===== src/rtl/gpo_pad_pkg.sv =====
// Shared types and constants for the GPO pad controller.
// State encoding, pad drive-configuration struct and the timer width helper.
package gpo_pad_pkg;

    typedef enum logic [1:0] {
        RUN   = 2'd0,
        DRAIN = 2'd1,
        BIAS  = 2'd2,
        APPLY = 2'd3
    } gpo_state_e;

    typedef struct packed {
        logic [1:0] ds;
        logic       sr;
        logic       co;
        logic       odp;
        logic       odn;
    } pad_cfg_t;

    localparam pad_cfg_t PAD_CFG_RST = '0;

    // One timer serves both waits, so it must be wide enough for the larger one.
    function automatic int timerWidth(input int a, input int b);
        int wa;
        int wb;
        wa = $clog2(a);
        wb = $clog2(b);
        if (wb > wa) wa = wb;
        if (wa < 1) wa = 1;
        return wa;
    endfunction

endpackage


===== src/rtl/gpo_pad_timer.sv =====
// Saturating load/decrement down-counter with a zero flag.
// Load has priority over decrement; the count never wraps below zero.
module gpo_pad_timer #(
    parameter int W = 4
) (
    input  logic         clk,
    input  logic         rst,
    input  logic         load_i,
    input  logic [W-1:0] loadVal_i,
    input  logic         dec_i,
    output logic         zero_o
);

    logic [W-1:0] cnt_q;
    logic [W-1:0] cnt_d;

    always_comb begin
        cnt_d = cnt_q;
        if (load_i) begin
            cnt_d = loadVal_i;
        end else if (dec_i && (cnt_q != '0)) begin
            cnt_d = cnt_q - 1'b1;
        end
    end

    always_ff @(posedge clk or posedge rst) begin
        if (rst) begin
            cnt_q <= '0;
        end else begin
            cnt_q <= cnt_d;
        end
    end

    assign zero_o = (cnt_q == '0);

endmodule


===== src/rtl/gpo_pad_ctrl.sv =====
// GPO pad controller: safe drive-strength reconfiguration with bias supervision.
// Optional one-shot inverted pulse on pad_do_o when GPO_PULSE_EN is defined.
module gpo_pad_ctrl
    import gpo_pad_pkg::*;
#(
    parameter int SETTLE_CYC  = 4,
    parameter int BIAS_TO_CYC = 64
) (
    input  logic       clk,
    input  logic       rst,
    input  logic       dout,
    input  logic       oe_req,
    input  logic       cfg_valid,
    output logic       cfg_ready,
    input  logic [1:0] cfg_ds,
    input  logic       cfg_sr,
    input  logic       cfg_co,
    input  logic       cfg_odp,
    input  logic       cfg_odn,
    input  logic       vbias_ok,
    output logic       pad_do_o,
    output logic       pad_oe_o,
    output logic       pad_sr_o,
    output logic       pad_co_o,
    output logic       pad_odp_o,
    output logic       pad_odn_o,
    output logic [1:0] pad_ds_o,
    output logic       busy,
    output logic       bias_err
`ifdef GPO_PULSE_EN
    ,
    input  logic       pulse_start,
    input  logic [7:0] pulse_len
`endif
);

    localparam int            TW         = timerWidth(SETTLE_CYC, BIAS_TO_CYC);
    localparam logic [TW-1:0] SETTLE_LD  = TW'(SETTLE_CYC - 1);
    localparam logic [TW-1:0] BIAS_LD    = TW'(BIAS_TO_CYC - 1);

    gpo_state_e state_q;
    pad_cfg_t   cfgLat_q;
    pad_cfg_t   padCfg_q;
    pad_cfg_t   cfgIn;
    pad_cfg_t   biasFallback;
    logic       padDo_q;
    logic       padOe_q;
    logic       biasErr_q;
    logic       doNext;
    logic       accept;
    logic       runFault;
    logic       needBias;
    logic       timerLoad;
    logic       timerDec;
    logic       timerZero;
    logic [TW-1:0] timerLoadVal;

    assign cfgIn    = {cfg_ds, cfg_sr, cfg_co, cfg_odp, cfg_odn};
    assign accept   = (state_q == RUN) && cfg_valid;
    assign runFault = (padCfg_q.ds != 2'b00) && !vbias_ok;
    assign needBias = (cfgLat_q.ds != 2'b00) && !vbias_ok;

    always_comb begin
        biasFallback    = cfgLat_q;
        biasFallback.ds = 2'b00;
    end

    assign timerLoad    = accept || ((state_q == DRAIN) && timerZero && needBias);
    assign timerLoadVal = (state_q == RUN) ? SETTLE_LD : BIAS_LD;
    assign timerDec     = (state_q == DRAIN) || (state_q == BIAS);

    gpo_pad_timer #(.W(TW)) u_timer (
        .clk       (clk),
        .rst       (rst),
        .load_i    (timerLoad),
        .loadVal_i (timerLoadVal),
        .dec_i     (timerDec),
        .zero_o    (timerZero)
    );

`ifdef GPO_PULSE_EN
    logic [7:0] pulseCnt_q;
    logic [7:0] pulseCnt_d;

    // Accepting a configuration (entering DRAIN) cancels any running pulse.
    always_comb begin
        pulseCnt_d = pulseCnt_q;
        if ((state_q != RUN) || cfg_valid) begin
            pulseCnt_d = '0;
        end else if (pulse_start && (pulse_len != 8'd0)) begin
            pulseCnt_d = pulse_len;
        end else if (pulseCnt_q != 8'd0) begin
            pulseCnt_d = pulseCnt_q - 8'd1;
        end
    end

    always_ff @(posedge clk or posedge rst) begin
        if (rst) begin
            pulseCnt_q <= '0;
        end else begin
            pulseCnt_q <= pulseCnt_d;
        end
    end

    assign doNext = dout ^ (pulseCnt_d != 8'd0);
`else
    assign doNext = dout;
`endif

    always_ff @(posedge clk or posedge rst) begin
        if (rst) begin
            state_q   <= RUN;
            cfgLat_q  <= PAD_CFG_RST;
            padCfg_q  <= PAD_CFG_RST;
            padDo_q   <= 1'b0;
            padOe_q   <= 1'b0;
            biasErr_q <= 1'b0;
        end else begin
            padDo_q <= doNext;
            case (state_q)
                RUN: begin
                    if (cfg_valid) begin
                        state_q   <= DRAIN;
                        cfgLat_q  <= cfgIn;
                        padOe_q   <= 1'b0;
                        biasErr_q <= runFault;
                    end else begin
                        padOe_q <= oe_req && !runFault;
                        if (runFault) biasErr_q <= 1'b1;
                    end
                end
                DRAIN: begin
                    padOe_q <= 1'b0;
                    if (timerZero) begin
                        if (needBias) begin
                            state_q <= BIAS;
                        end else begin
                            state_q  <= APPLY;
                            padCfg_q <= cfgLat_q;
                        end
                    end
                end
                BIAS: begin
                    padOe_q <= 1'b0;
                    if (vbias_ok) begin
                        state_q  <= APPLY;
                        padCfg_q <= cfgLat_q;
                    end else if (timerZero) begin
                        state_q   <= APPLY;
                        cfgLat_q  <= biasFallback;
                        padCfg_q  <= biasFallback;
                        biasErr_q <= 1'b1;
                    end
                end
                APPLY: begin
                    state_q <= RUN;
                    padOe_q <= oe_req && !runFault;
                end
                default: begin
                    state_q <= RUN;
                    padOe_q <= 1'b0;
                end
            endcase
        end
    end

    assign cfg_ready = (state_q == RUN);
    assign busy      = (state_q != RUN);
    assign bias_err  = biasErr_q;
    assign pad_do_o  = padDo_q;
    assign pad_oe_o  = padOe_q;
    assign pad_ds_o  = padCfg_q.ds;
    assign pad_sr_o  = padCfg_q.sr;
    assign pad_co_o  = padCfg_q.co;
    assign pad_odp_o = padCfg_q.odp;
    assign pad_odn_o = padCfg_q.odn;

endmodule


===== config.mk =====
export PLATFORM = sky130hd
export DESIGN_NAME = gpo_pad_ctrl
export DESIGN_NICKNAME = d
export VERILOG_FILES = /design/src/rtl/gpo_pad_pkg.sv /design/src/rtl/gpo_pad_timer.sv /design/src/rtl/gpo_pad_ctrl.sv
export SDC_FILE = /design/constraint.sdc
export NUM_CORES = 1
export LEC_CHECK = 0
export ABC_AREA = 0
export CORE_MARGIN = 3
export CORE_UTILIZATION = 37
export CTS_CLUSTER_SIZE = 14
export DETAILED_ROUTE_END_ITERATION = 6
export PLACE_DENSITY = 0.59
export SLEW_MARGIN = 20
export SYNTH_ARGS = -nofsm -noshare
export SYNTH_HDL_FRONTEND = slang
export SYNTH_SLANG_ARGS = --single-unit

===== constraint.sdc =====
create_clock -name clk -period 2.85 [get_ports clk]
set_clock_uncertainty 0.2 [all_clocks]
set_input_delay 0.57 -clock clk [delete_from_list [all_inputs] [get_ports clk]]
set_output_delay 0.57 -clock clk [all_outputs]
set_load 0.005 [all_outputs]

# Word level (Yosys, flattened, before mapping)
# Index checks and enable logic that the tools add are counted.
# totals
ff_bits,23
# op_classes
add_sub_neg,1
eq_ne,10
bitwise,1
reduce_logical,26
n_mux,25
# op_table
cell,count
2-to-1 mux 6 bit,10
case mux 6 bit (2 select lines),2
AND reduction 4 bit,3
nonzero test 2 bit,6
inequality test 2 bit (second input constant),5
2-to-1 mux 2 bit,4
case mux 2 bit (4 select lines),1
logical AND 1 bit,7
zero test 6 bit,1
2-to-1 mux 1 bit,6
AND reduction 3 bit,2
nonzero test 6 bit,1
subtractor 6 x 1 -> 6 bit (second input constant),1
equality test 2 bit (second input constant),2
inequality test 3 x 2 -> 1 bit (second input constant),1
inequality test 3 bit (second input constant),1
case mux 1 bit (3 select lines),1
equality test 2 x 1 -> 1 bit (second input constant),1
zero test 1 bit,2
zero test 2 bit,1
logical OR 1 bit,2
case mux 1 bit (2 select lines),1
OR reduction 2 bit,1
inverter 1 bit,1

# Longest topological paths before layout
# Gate-level depths: netlist of run 1.
# logic_depth
depth_word,6
ltp_mapped,8

# Cells and area by module
# Synthesis of run 1 repeated with hierarchy kept, for this count alone.
# unflattened
hier_cells,127
area_unflattened_um2,1315.0
# modules_own_cells
module,seq_area_each_um2,cells_per_inst,instances,area_each_um2
gpo_pad_ctrl,425.4,78,1,888.4
gpo_pad_timer,150.1,49,1,426.7

# Worst setup path before layout of run 1
# No wires, ideal clock.
# synth_path
path_type,register to register
from,register u_timer.cnt_q[0]
to,register padCfg_q (netlist bit pad_co_o)
setup_time_ns,0.125
synth_period_minus_slack_ns,2.159
slack_ns,0.691
t_arrival_ns,1.834
path_stages_with_launch,8
n_path_buf,0
cell_sequence,dfrtp_1 -> inv_1 -> ha_1 -> or2b_2 -> nor2_2 -> nor2_2 -> o32ai_4 -> mux2_4
# synth_between
elab_chain_len,3
# synth_lines
item,line,source
from (decl),gpo_pad_timer.sv:14,logic [W-1:0] cnt_q;
from (signal assigned),gpo_pad_timer.sv:30,cnt_q <= cnt_d;
zero test 6 bit (*),gpo_pad_timer.sv:34,assign zero_o = (cnt_q == '0);
inequality test 3 bit (no line) or inequality test 2 bit (tied branches),n/a,
AND reduction 4 bit (no line) (*),n/a,
to (signal assigned),gpo_pad_ctrl.sv:139,padCfg_q <= cfgLat_q;
to (signal assigned),gpo_pad_ctrl.sv:147,padCfg_q <= cfgLat_q;
to (signal assigned),gpo_pad_ctrl.sv:151,padCfg_q <= biasFallback;
to (decl),gpo_pad_ctrl.sv:43,pad_cfg_t padCfg_q;
# Mark *: on every way between the ends. The rest lies on a longest branch, timed or not.
# A chain may end at the register's enable or synchronous reset.

# Worst setup path after layout of run 1
# layout_path
from,register state_q[0]
to,output cfg_ready
# layout_between
elab_chain_len,1
# layout_lines
item,line,source
from (decl),gpo_pad_ctrl.sv:41,gpo_state_e state_q;
from (signal assigned),gpo_pad_ctrl.sv:112,state_q <= RUN;
from (signal assigned),gpo_pad_ctrl.sv:123,state_q <= DRAIN;
from (signal assigned),gpo_pad_ctrl.sv:136,state_q <= BIAS;
zero test 2 bit,gpo_pad_ctrl.sv:167,assign cfg_ready = (state_q == RUN);
to (decl),gpo_pad_ctrl.sv:14,"output logic cfg_ready,"
# No other way between the ends.

==> impl_results.md, run 1 <==
- Share of cells above drive strength 1: between 10% and 20%
- Gate Count Post-Synth: 122
- Worst-path clk slew: 140 ps
- Finished Cell Area: 0.00159 mm²
- MaxCap Viol Count: 0
- Mapped Area: about 0.0013 mm²
- Synth warn: 0
- Clk sinks: 23
- Crit Path Max Fanout: 10
- Routability cong.: 0.862
- Antenna cells: 0
- Worst hold path class: reg2reg
- Setup TNS: 0 ps
- Starting density of the core: 40.0%
- Power per cell area: 1020 mW/mm²
- Skew-Pair Late Insertion Delay: 310 ps
- CTS hold repair buffers: 0
- DR vias: 999
- Hold_ws: approximately 330 ps
- Status: finished clean
- Setup CP Type: reg2out
- Top post-synthesis cells by area: dfrtp_1, mux2_4, ha_1
- # rows: 20
- Adder-Cell Fraction of Synth Area: between 6 and 7%
- Net count, final: 169
- Final Slew Violations: 0
- Asr flop ratio synth: 100%
- Post-Synth Simple-Gate Area: 15.1%
- Post-synth net total: 141
- Post-Synth XOR/XNOR Area: 0.688%
- CTS tree: done
- Largest net degree at the start of global routing: 24
- Core area: 0.00318 mm²
- Seq/Total Area, Yosys: 45.2%
- Vias/cell: 5.18
- Predominant post-synthesis flop cell: dfrtp_1
- F_max: between 300 and 400 MHz
- Grt ovf: 0
- Critical Path Sink Type: output pin
- Post-synth EDFFs: 0
- Cell Area, Placed: between 0.0015 and 0.002 mm²
- Drc violations: 0
- GRT Util Overall: about 14%
- Detail Placement HPWL: roughly 2000 µm
- Starting DRT DRC Count: 55
- Max VDD drop: 405 µV
- Area growth, synth to finish: 24.9%
- Hold Vio Cnt, Final: 0
- Worst-margin pin slew: 483 ps
- # Post-CTS Setup Buffers: 0
- Worst Path Arrival: 1850 ps
- Clock Path Buffers: 2
- H-tree depth: 1
- PortBufs: 22
- Root Driver: clkbuf_4
- Die height: 64.6 µm
- First-pass GRT wire length: 4540 µm
- DIE WIDTH: 64.6 µm
- Cell taking the most area after synthesis: dfrtp_1
- Vias in the first global route: 1005
- Final period util: between 90 and 100%
- Die Area: 0.00418 mm²
- I/O pins: 23
- Unrepaired setup endpoints after global routing: false
- WL final: 2620 µm
- Relative slew slack: 67.8%
- Synthesis-stage register bit count: 23
- Fin crit period: roughly 2600 ps
- Average size of a mapped cell: 10.4 µm²
- Netlist cell types: 34
- PostCTS Resize Cnt: 0
- Most common cell in the netlist: dfrtp_1
- Antenna viol nets, final: 0
- Post-synthesis compound-gate area fraction: 15.7%
- DRT Pass-1 Iters: 4
- CP startpoint kind: flip-flop
- Leak: slightly above 0.0007 µW
- DR WL/cell: approximately 14 µm
- Commonest cells post-synth: dfrtp_1, inv_1, nand2_1, nor2_1, a21oi_1
- CTS Buf Count: 3
- Main combinational cell family by area after synthesis: compound AO/OA/AOI/OAI gates
- Initial antenna violation count: 0
- Mux contribution to synthesized area: roughly an eighth
- WP data required: 2080 ps
- Post-synth top area share: a little under half
- Setup violators final: 0
==> area by class of cell <==
type,instances,area [µm²]
Tap cell,44,55.1
Timing Repair Buffer,25,243
Fill cell,294,1590
Clock buffer,3,22.5
Sequential cell,23,576
Clock inverter,1,5.00
Inverter,11,41.3
Multi-Input combinational cell,86,647
==> logic make-up after synthesis <==
kind of cell               Yosys count
DFF                                 23
buffers and inverters               13
and+or+nand+nor                     38
adders and majority gates            7
xor gates and xnor gates             1
AOI/OAI and AO/OA                   28
muxes                               12
==> report_power, final <==
part	internal [µW]	switching (µW)
registers	467	109
clock network	52.4	101
logic	479	418
total	999	629
==> layer usage <==
layer | part of all wire, % | GRT usage, %
met1 | 45 | 17.1
met4 | 0.73 | 4.75
met2 | 51 | 24.4
met3 | 3.2 | 2.08
met5 | 0 | 0
==> stage by stage <==
stage	total power (µW)	setup WS [ps]	util (%)	instances
floorplan	1190	691	-	122
global placement	1460	319	49.1	189
detailed placement	1490	264	49.1	189
CTS	1650	222	50.0	193
global route	1780	110	50.0	193
finish	1630	226	50.0	193
==> worst paths after layout <==
check	startpoint	end	slack, ps	cells past startpoint
min in group asynchronous	rst	u_timer.cnt_q[4]	380	3
min reg2reg	biasFallback[0]	pad_odn_o	330	1
min	biasFallback[0]	pad_odn_o	330	1
max	state_q[0]	cfg_ready	230	3
max in group asynchronous	rst	biasFallback[0]	1840	3
max reg2reg	u_timer.cnt_q[0]	pad_co_o	500	7
==> state kept, by name, indices dropped and copies added (netlist names) <==
name and cells:
biasFallback 4, bias_err 1, cfgLat_q 2, pad_co_o 1, pad_do_o 1, pad_ds_o 2, pad_odn_o 1, pad_odp_o 1
pad_oe_o 1, pad_sr_o 1, state_q 2, u_timer.cnt_q 6
==> layout by cell type, fill, tap and decap left out, drive strengths merged, types with 2 or more instances in the layout <==
cell           Yosys  layout
clkbuf             1       3
dfrtp             23      23
inv               11      11
o21a               2       2
a21oi              8       8
mux2              12      12
nand4              3       3
o31ai              3       3
o21ai              6       6
nor2              12      12
o211ai             2       2
buf                1       3
ha                 7       7
or2b               2       2
nand2             11      11
nand3              3       3
clkdlybuf4s50      0      22
==> critical path: stages (launching register included) <==
cell	delay, ps
dfrtp_1	450
inv_1	130
ha_1	380
clkdlybuf4s50_1	580
Power figures use the tool's default switching activity.
==> run 2: changes to the inputs <==
--- a/config.mk
+++ b/config.mk
@@ -5,7 +5,7 @@
 export SDC_FILE = /design/constraint.sdc
 export NUM_CORES = 1
 export LEC_CHECK = 0
-export ABC_AREA = 0
+export ABC_AREA = 1
 export CORE_MARGIN = 3
 export CORE_UTILIZATION = 37
 export CTS_CLUSTER_SIZE = 14
==> impl_results.md, run 2 <==
- PortBufs: 22
- Post-synth EDFFs: 0
- Critical R2R Capture: pad_odn_o
- Commonest cells post-synth: nand2_1, dfrtp_1, inv_1, nor2_1, a21oi_1
- Hold path cells: 2
- Comb pwr share: 59.0%
- Fin crit period: 2480 ps
- Cell Area, Placed: 0.00156 mm²
- Net count, final: 199
- Final Power: 1820 µW
- Synthesis-stage register bit count: 23
- Root Driver: clkbuf_4
- Largest net degree at the start of global routing: 24
- PostCTS Resize Cnt: 0
- H-tree depth: 1
- CTS hold repair buffers: 0
- GRT Util Overall: 13.6%
- Status: finished clean
- Die height: 64.9 µm
- Multi-input combinational cell area: 619 µm²
- Power per cell area: 1150 mW/mm²
- Antenna cells: 0
- CP startpoint kind: flip-flop
- Worst-path clk slew: 130 ps
- # rows: 20
- Cell count along the critical path: 4
- Worst hold path class: reg2reg
- Die Area: ~0.0042 mm²
- DR WL/cell: 11.3 µm
- Cell taking the most area after synthesis: dfrtp_1
- Crit-path max cell delay: a little over 500 ps
- Number of flip-flops under the largest register name: 6
- Worst Path Arrival: roughly 1700 ps
- Final period util: 87.1%
- I/O pins: 23
- Critical Path Sink Type: output pin
- DR vias: about 1000
- Reg2reg start: state_q[0]
- Hold Vio Cnt, Final: 0
- Seq/Total Area, Yosys: 44.8%
- Unrepaired setup endpoints after global routing: false
- Top post-synthesis cells by area: dfrtp_1, nand2_1, ha_1
- Synth warn: 0
- Detail Placement HPWL: approximately 2000 µm
- Storage element area: between 500 and 600 µm²
- Setup CP Type: reg2out
- Sw Pwr: 829 µW
- Clock share of power: 8.6%
- Most common cell in the netlist: nand2_1
- Worst-margin pin slew: ~620 ps
- MaxCap Viol Count: 0
- Average size of a mapped cell: 8.40 µm²
- Post-synthesis compound-gate area fraction: 12.7%
- First-pass GRT wire length: 4510 µm
- Asr flop ratio synth: 100%
- Finished Cell Area: between 0.0015 and 0.002 mm²
- Seq pwr share: about 32%
- Area growth, synth to finish: 23.3%
- DRT Pass-1 Iters: 4
- Clock Path Buffers: 2
- Grt ovf: 0
- Netlist cell types: 22
- Adder-Cell Fraction of Synth Area: between 6 and 7%
- Crit-path slowest cell: clkdlybuf4s50_1
- Hold wc startpoint: pad_sr_o
- Mapped Area: approximately 0.0013 mm²
- Relative slew slack: 58.3%
- Predominant post-synthesis flop cell: dfrtp_1
- Post-synth net total: around 170
- Vias/cell: 4.66
- Gate Count Post-Synth: roughly 150
- Mux contribution to synthesized area: 0%
- Clk sinks: 23
- Post-Synth Simple-Gate Area: 26.7%
- Vias in the first global route: roughly 990
- Antenna viol nets, final: 0
- Net Sw Frac: 45.6%
- Worst Hold Endpoint: pad_sr_o
- Most frequent cells in the layout: nand2_1, dfrtp_1, clkdlybuf4s50_1, inv_1, nor2_1
- Main combinational cell family by area after synthesis: simple AND/OR/NAND/NOR gates
- Skew-Pair Late Insertion Delay: roughly 320 ps
- CP cell instances: inv_1 -> ha_1 -> inv_2 -> clkdlybuf4s50_1
- Int Pwr: 990 µW
- Leak: 0.000781 µW
- WP data required: 2080 ps
- Commonest non-fill, non-tap cell in the layout: nand2_1
- CTS tree: done
- Top delay family on crit path: buffers and inverters
- # Post-CTS Setup Buffers: 0
- Fillers: 321
- Routability cong.: slightly below 0.8
- F_max: 403 MHz
- Crit Path Max Fanout: 5
- Setup violators final: 0
- Drc violations: 0
- Final Slew Violations: 0
- Post-synth top area share: 44.8%
- Crit path buf inv count: 3
- Post-Synth XOR/XNOR Area: 2.04%
- R2r setup slk: 970 ps
- Share of cells above drive strength 1: between 10% and 20%
- Reg2Reg Depth: 8
- Starting DRT DRC Count: 61
- Starting density of the core: 40.4%
- Initial antenna violation count: 0
- Largest register by flop count: u_timer.cnt_q
- DIE WIDTH: 64.9 µm
- WL final: 2510 µm
- CTS Buf Count: 3
- Max VDD drop: between 400 and 500 µV
- Setup TNS: 0 ps
- Core area: 0.00318 mm²
-- run 2: how the worst max path moves through the flow --
stage                           from     endpoint  slack (ps)
after global placement      vbias_ok     pad_co_o         700
after global routing      state_q[0]         busy         250
after CTS                 state_q[0]         busy         350
after floorplan           state_q[0]  pad_ds_o[1]        1240
final                     state_q[0]         busy         370
after detailed placement    vbias_ok  pad_ds_o[1]         620
-- run 2: final cells by class --
cell class	instances	share of cell area, %
multi-input cells	108	39.1
repair buffers	23	14.4
flip-flops and latches	23	36.3
inverters	21	4.98
clock buffers	3	1.42
well taps	44	3.48
clock inverters	1	0.316
-- run 2: routing by layer --
layer	track usage (%)	share of wire (%)
met1	17.8	48
met2	21.6	45
met3	2.95	4.9
met4	5.54	1.8
met5	0	0
-- run 2: cells by family (layout without fill, tap and decap cells) --
family	count (synthesis)	in the layout
buffers and inverters	22	48
DFF	23	23
AOI/OAI and AO/OA	26	26
xor gates and xnor gates	3	3
and+or+nand+nor	72	72
adders and majority gates	7	7
-- run 2: power groups by stage --
stage                     Combinational, µW  Clock [µW]  Sequential [µW]
after floorplan                         813           0              583
after global placement                 1050           0              592
after detailed placement               1090           0              596
after CTS                              1090         159              590
after global routing                   1230         177              609
final                                  1070         156              589
-- run 2: through the flow --
step | worst slack, ps | instances | utilization [%] | hold slack (ps)
2_1_floorplan | 1240 | 153 | - | 279
3_3_place_gp | 703 | 219 | 49.0 | 266
3_5_place_dp | 624 | 219 | 49.0 | 268
4_1_cts | 347 | 223 | 49.8 | 300
5_1_grt | 247 | 223 | 49.8 | 315
6_report | 368 | 223 | 49.8 | 301
-- run 2: worst reg2reg max path, delay by kind of cell, from the launching register on --
family / cells / cell delay (ps)
adder cells (fa/ha/maj): 1 / 270
AO/OA/AOI/OAI: 2 / 320
AND/OR/NAND/NOR: 4 / 460
buffers and inverters: 1 / 100
flip-flops: 1 / 410
==> run 3: changes to the inputs <==
--- a/config.mk
+++ b/config.mk
@@ -10,7 +10,7 @@
 export CORE_UTILIZATION = 37
 export CTS_CLUSTER_SIZE = 14
 export DETAILED_ROUTE_END_ITERATION = 6
-export PLACE_DENSITY = 0.59
+export PLACE_DENSITY = 0.61
 export SLEW_MARGIN = 20
 export SYNTH_ARGS = -nofsm -noshare
 export SYNTH_HDL_FRONTEND = slang
==> constraint.sdc (replaced) <==
create_clock -name clk -period 2.2 [get_ports clk]
set_clock_uncertainty 0.2 [all_clocks]
set_input_delay 0.44 -clock clk [delete_from_list [all_inputs] [get_ports clk]]
set_output_delay 0.44 -clock clk [all_outputs]
set_load 0.005 [all_outputs]
==> impl_results.md, run 3 (synthesized netlist as in run 2, its figures left out) <==
- Status: finished clean
- Grt ovf: 0
- Crit-path slowest cell: clkdlybuf4s50_1
- Hold Vio Cnt, Final: 0
- Worst-path clk slew: 130 ps
- WL final: 2560 µm
- MaxCap Viol Count: 0
- Commonest non-fill, non-tap cell in the layout: nand2_1
- Final Slew Violations: 0
- H-tree depth: 1
- GRT Util Overall: 13.4%
- Sw Pwr: 1100 µW
- Fin crit period: 2130 ps
- Setup TNS: 0 ps
- Area growth, synth to finish: 26.1%
- Crit Path Max Fanout: 4
- Crit-path max cell delay: 500 ps
- Number of flip-flops under the largest register name: 6
- Core area: 0.00318 mm²
- Clock share of power: 8.2%
- Share of cells above drive strength 1: between 15 and 20%
- Initial antenna violation count: 0
- Placed instance count: 219
- Max VDD drop: 650 µV
- Worst Path Arrival: 1490 ps
- Most frequent cells in the layout: nand2_1, dfrtp_1, clkdlybuf4s50_1, inv_1, nor2_1
- Finished Cell Area: 0.00162 mm²
- Net Sw Frac: a little under half
- Relative slew slack: 58.9%
- Root Driver: clkbuf_4
- CTS Buf Count: 3
- Fillers: 310
- Power per cell area: 1500 mW/mm²
- DIE WIDTH: 64.9 µm
- WP data required: 1560 ps
- Int Pwr: 1340 µW
- Routability cong.: 0.816
- Unrepaired setup endpoints after global routing: false
- I/O pins: 23
- F_max: 470 MHz
- Comb pwr share: 60.8%
- Die height: 64.9 µm
- Cell Area, Placed: 0.00156 mm²
- Worst hold path class: in2async
- Finished Layout Cells: between 200 and 250
- Drc violations: 0
- First-pass GRT wire length: 4480 µm
- Vias/cell: 4.63
- Post-Route Utilization: 51.0%
- Skew-Pair Late Insertion Delay: about 310 ps
- Net count, final: 202
- Die Area: 0.00422 mm²
- Starting DRT DRC Count: 64
- Leak: 0.000794 µW
- CTS tree: done
- DR WL/cell: 11.3 µm
- Starting density of the core: 40.4%
- Hold_ws: 252 ps
- DRT Pass-1 Iters: 5
- PortBufs: 22
- Vias in the first global route: 1041
- Clk sinks: 23
- # rows: 20
- Largest register by flop count: u_timer.cnt_q
- Largest net degree at the start of global routing: 24
- Clock Path Buffers: 2
- Setup CP Type: reg2out
- Antenna viol nets, final: 0
- Setup violators final: 0
- DR vias: about 1000
- Detail Placement HPWL: 1920 µm
- Worst-margin pin slew: between 600 and 700 ps
- Antenna cells: 0
- CP startpoint kind: flip-flop
- Critical Path Sink Type: output pin
- Final period util: 96.7%
- CP cell instances: inv_2 -> ha_4 -> clkdlybuf4s50_1
- Seq pwr share: a little under a third
run 3: metal layers:
layer / wire (µm) / global-route usage, % / vias to the layer above
met2: 1240 / 23.2 / 24
met1: 1160 / 16.8 / 478
met5: 0 / 0 / -
li1: - / - / 540
met3: 115 / 2.25 / 4
met4: 40 / 4.75 / 0
run 3: worst paths after layout:
check | to | slack [ps] | cells past startpoint | start
max in group asynchronous | cfgLat_q[5] | 1320 | 3 | rst
min in group clk | pad_odn_o | 300 | 2 | pad_odn_o
worst min register to register | pad_odn_o | 300 | 2 | pad_odn_o
worst max-delay path | cfg_ready | 70 | 3 | state_q[0]
worst min-delay path | pad_do_o | 250 | 3 | rst
worst max register to register | pad_sr_o | 280 | 8 | state_q[1]
run 3: final cells by class:
class	count	area [µm²]	share of cell area, %
well taps	44	55.1	3.40
repair buffers	26	253	15.6
inverters	21	78.8	4.86
flip-flops and latches	23	576	35.5
clock buffers	4	26.3	1.62
multi-input cells	108	632	39.0
run 3: power by group through the flow:
stage,sequential (µW),combinational [µW],clock [µW]
after floorplan,755,1050,0
after global placement,766,1360,0
after detailed placement,770,1410,0
after CTS,753,1490,203
after global routing,781,1670,223
final,755,1480,200
run 3: repair_timing:
action                                 4_1_cts  5_1_grt
hold buffers                                 0        0
cloned                                       0        0
resized for setup                            3        2
setup endpoints to repair                    2        2
buffers inserted                             3        0
endpoints found under the hold margin        0        0
run 3: through the flow:
stage	power [µW]	worst slack [ps]
after floorplan	1810	585
after global placement	2130	189
after detailed placement	2180	124
after CTS	2450	29.1
after global routing	2680	5.25
final	2430	73.4
run 3: critical path, delay by kind of cell, from the launching register on:
family	cells	cell delay, ps
DFF	1	410
adders and majority gates	1	150
buffers and inverters	2	610
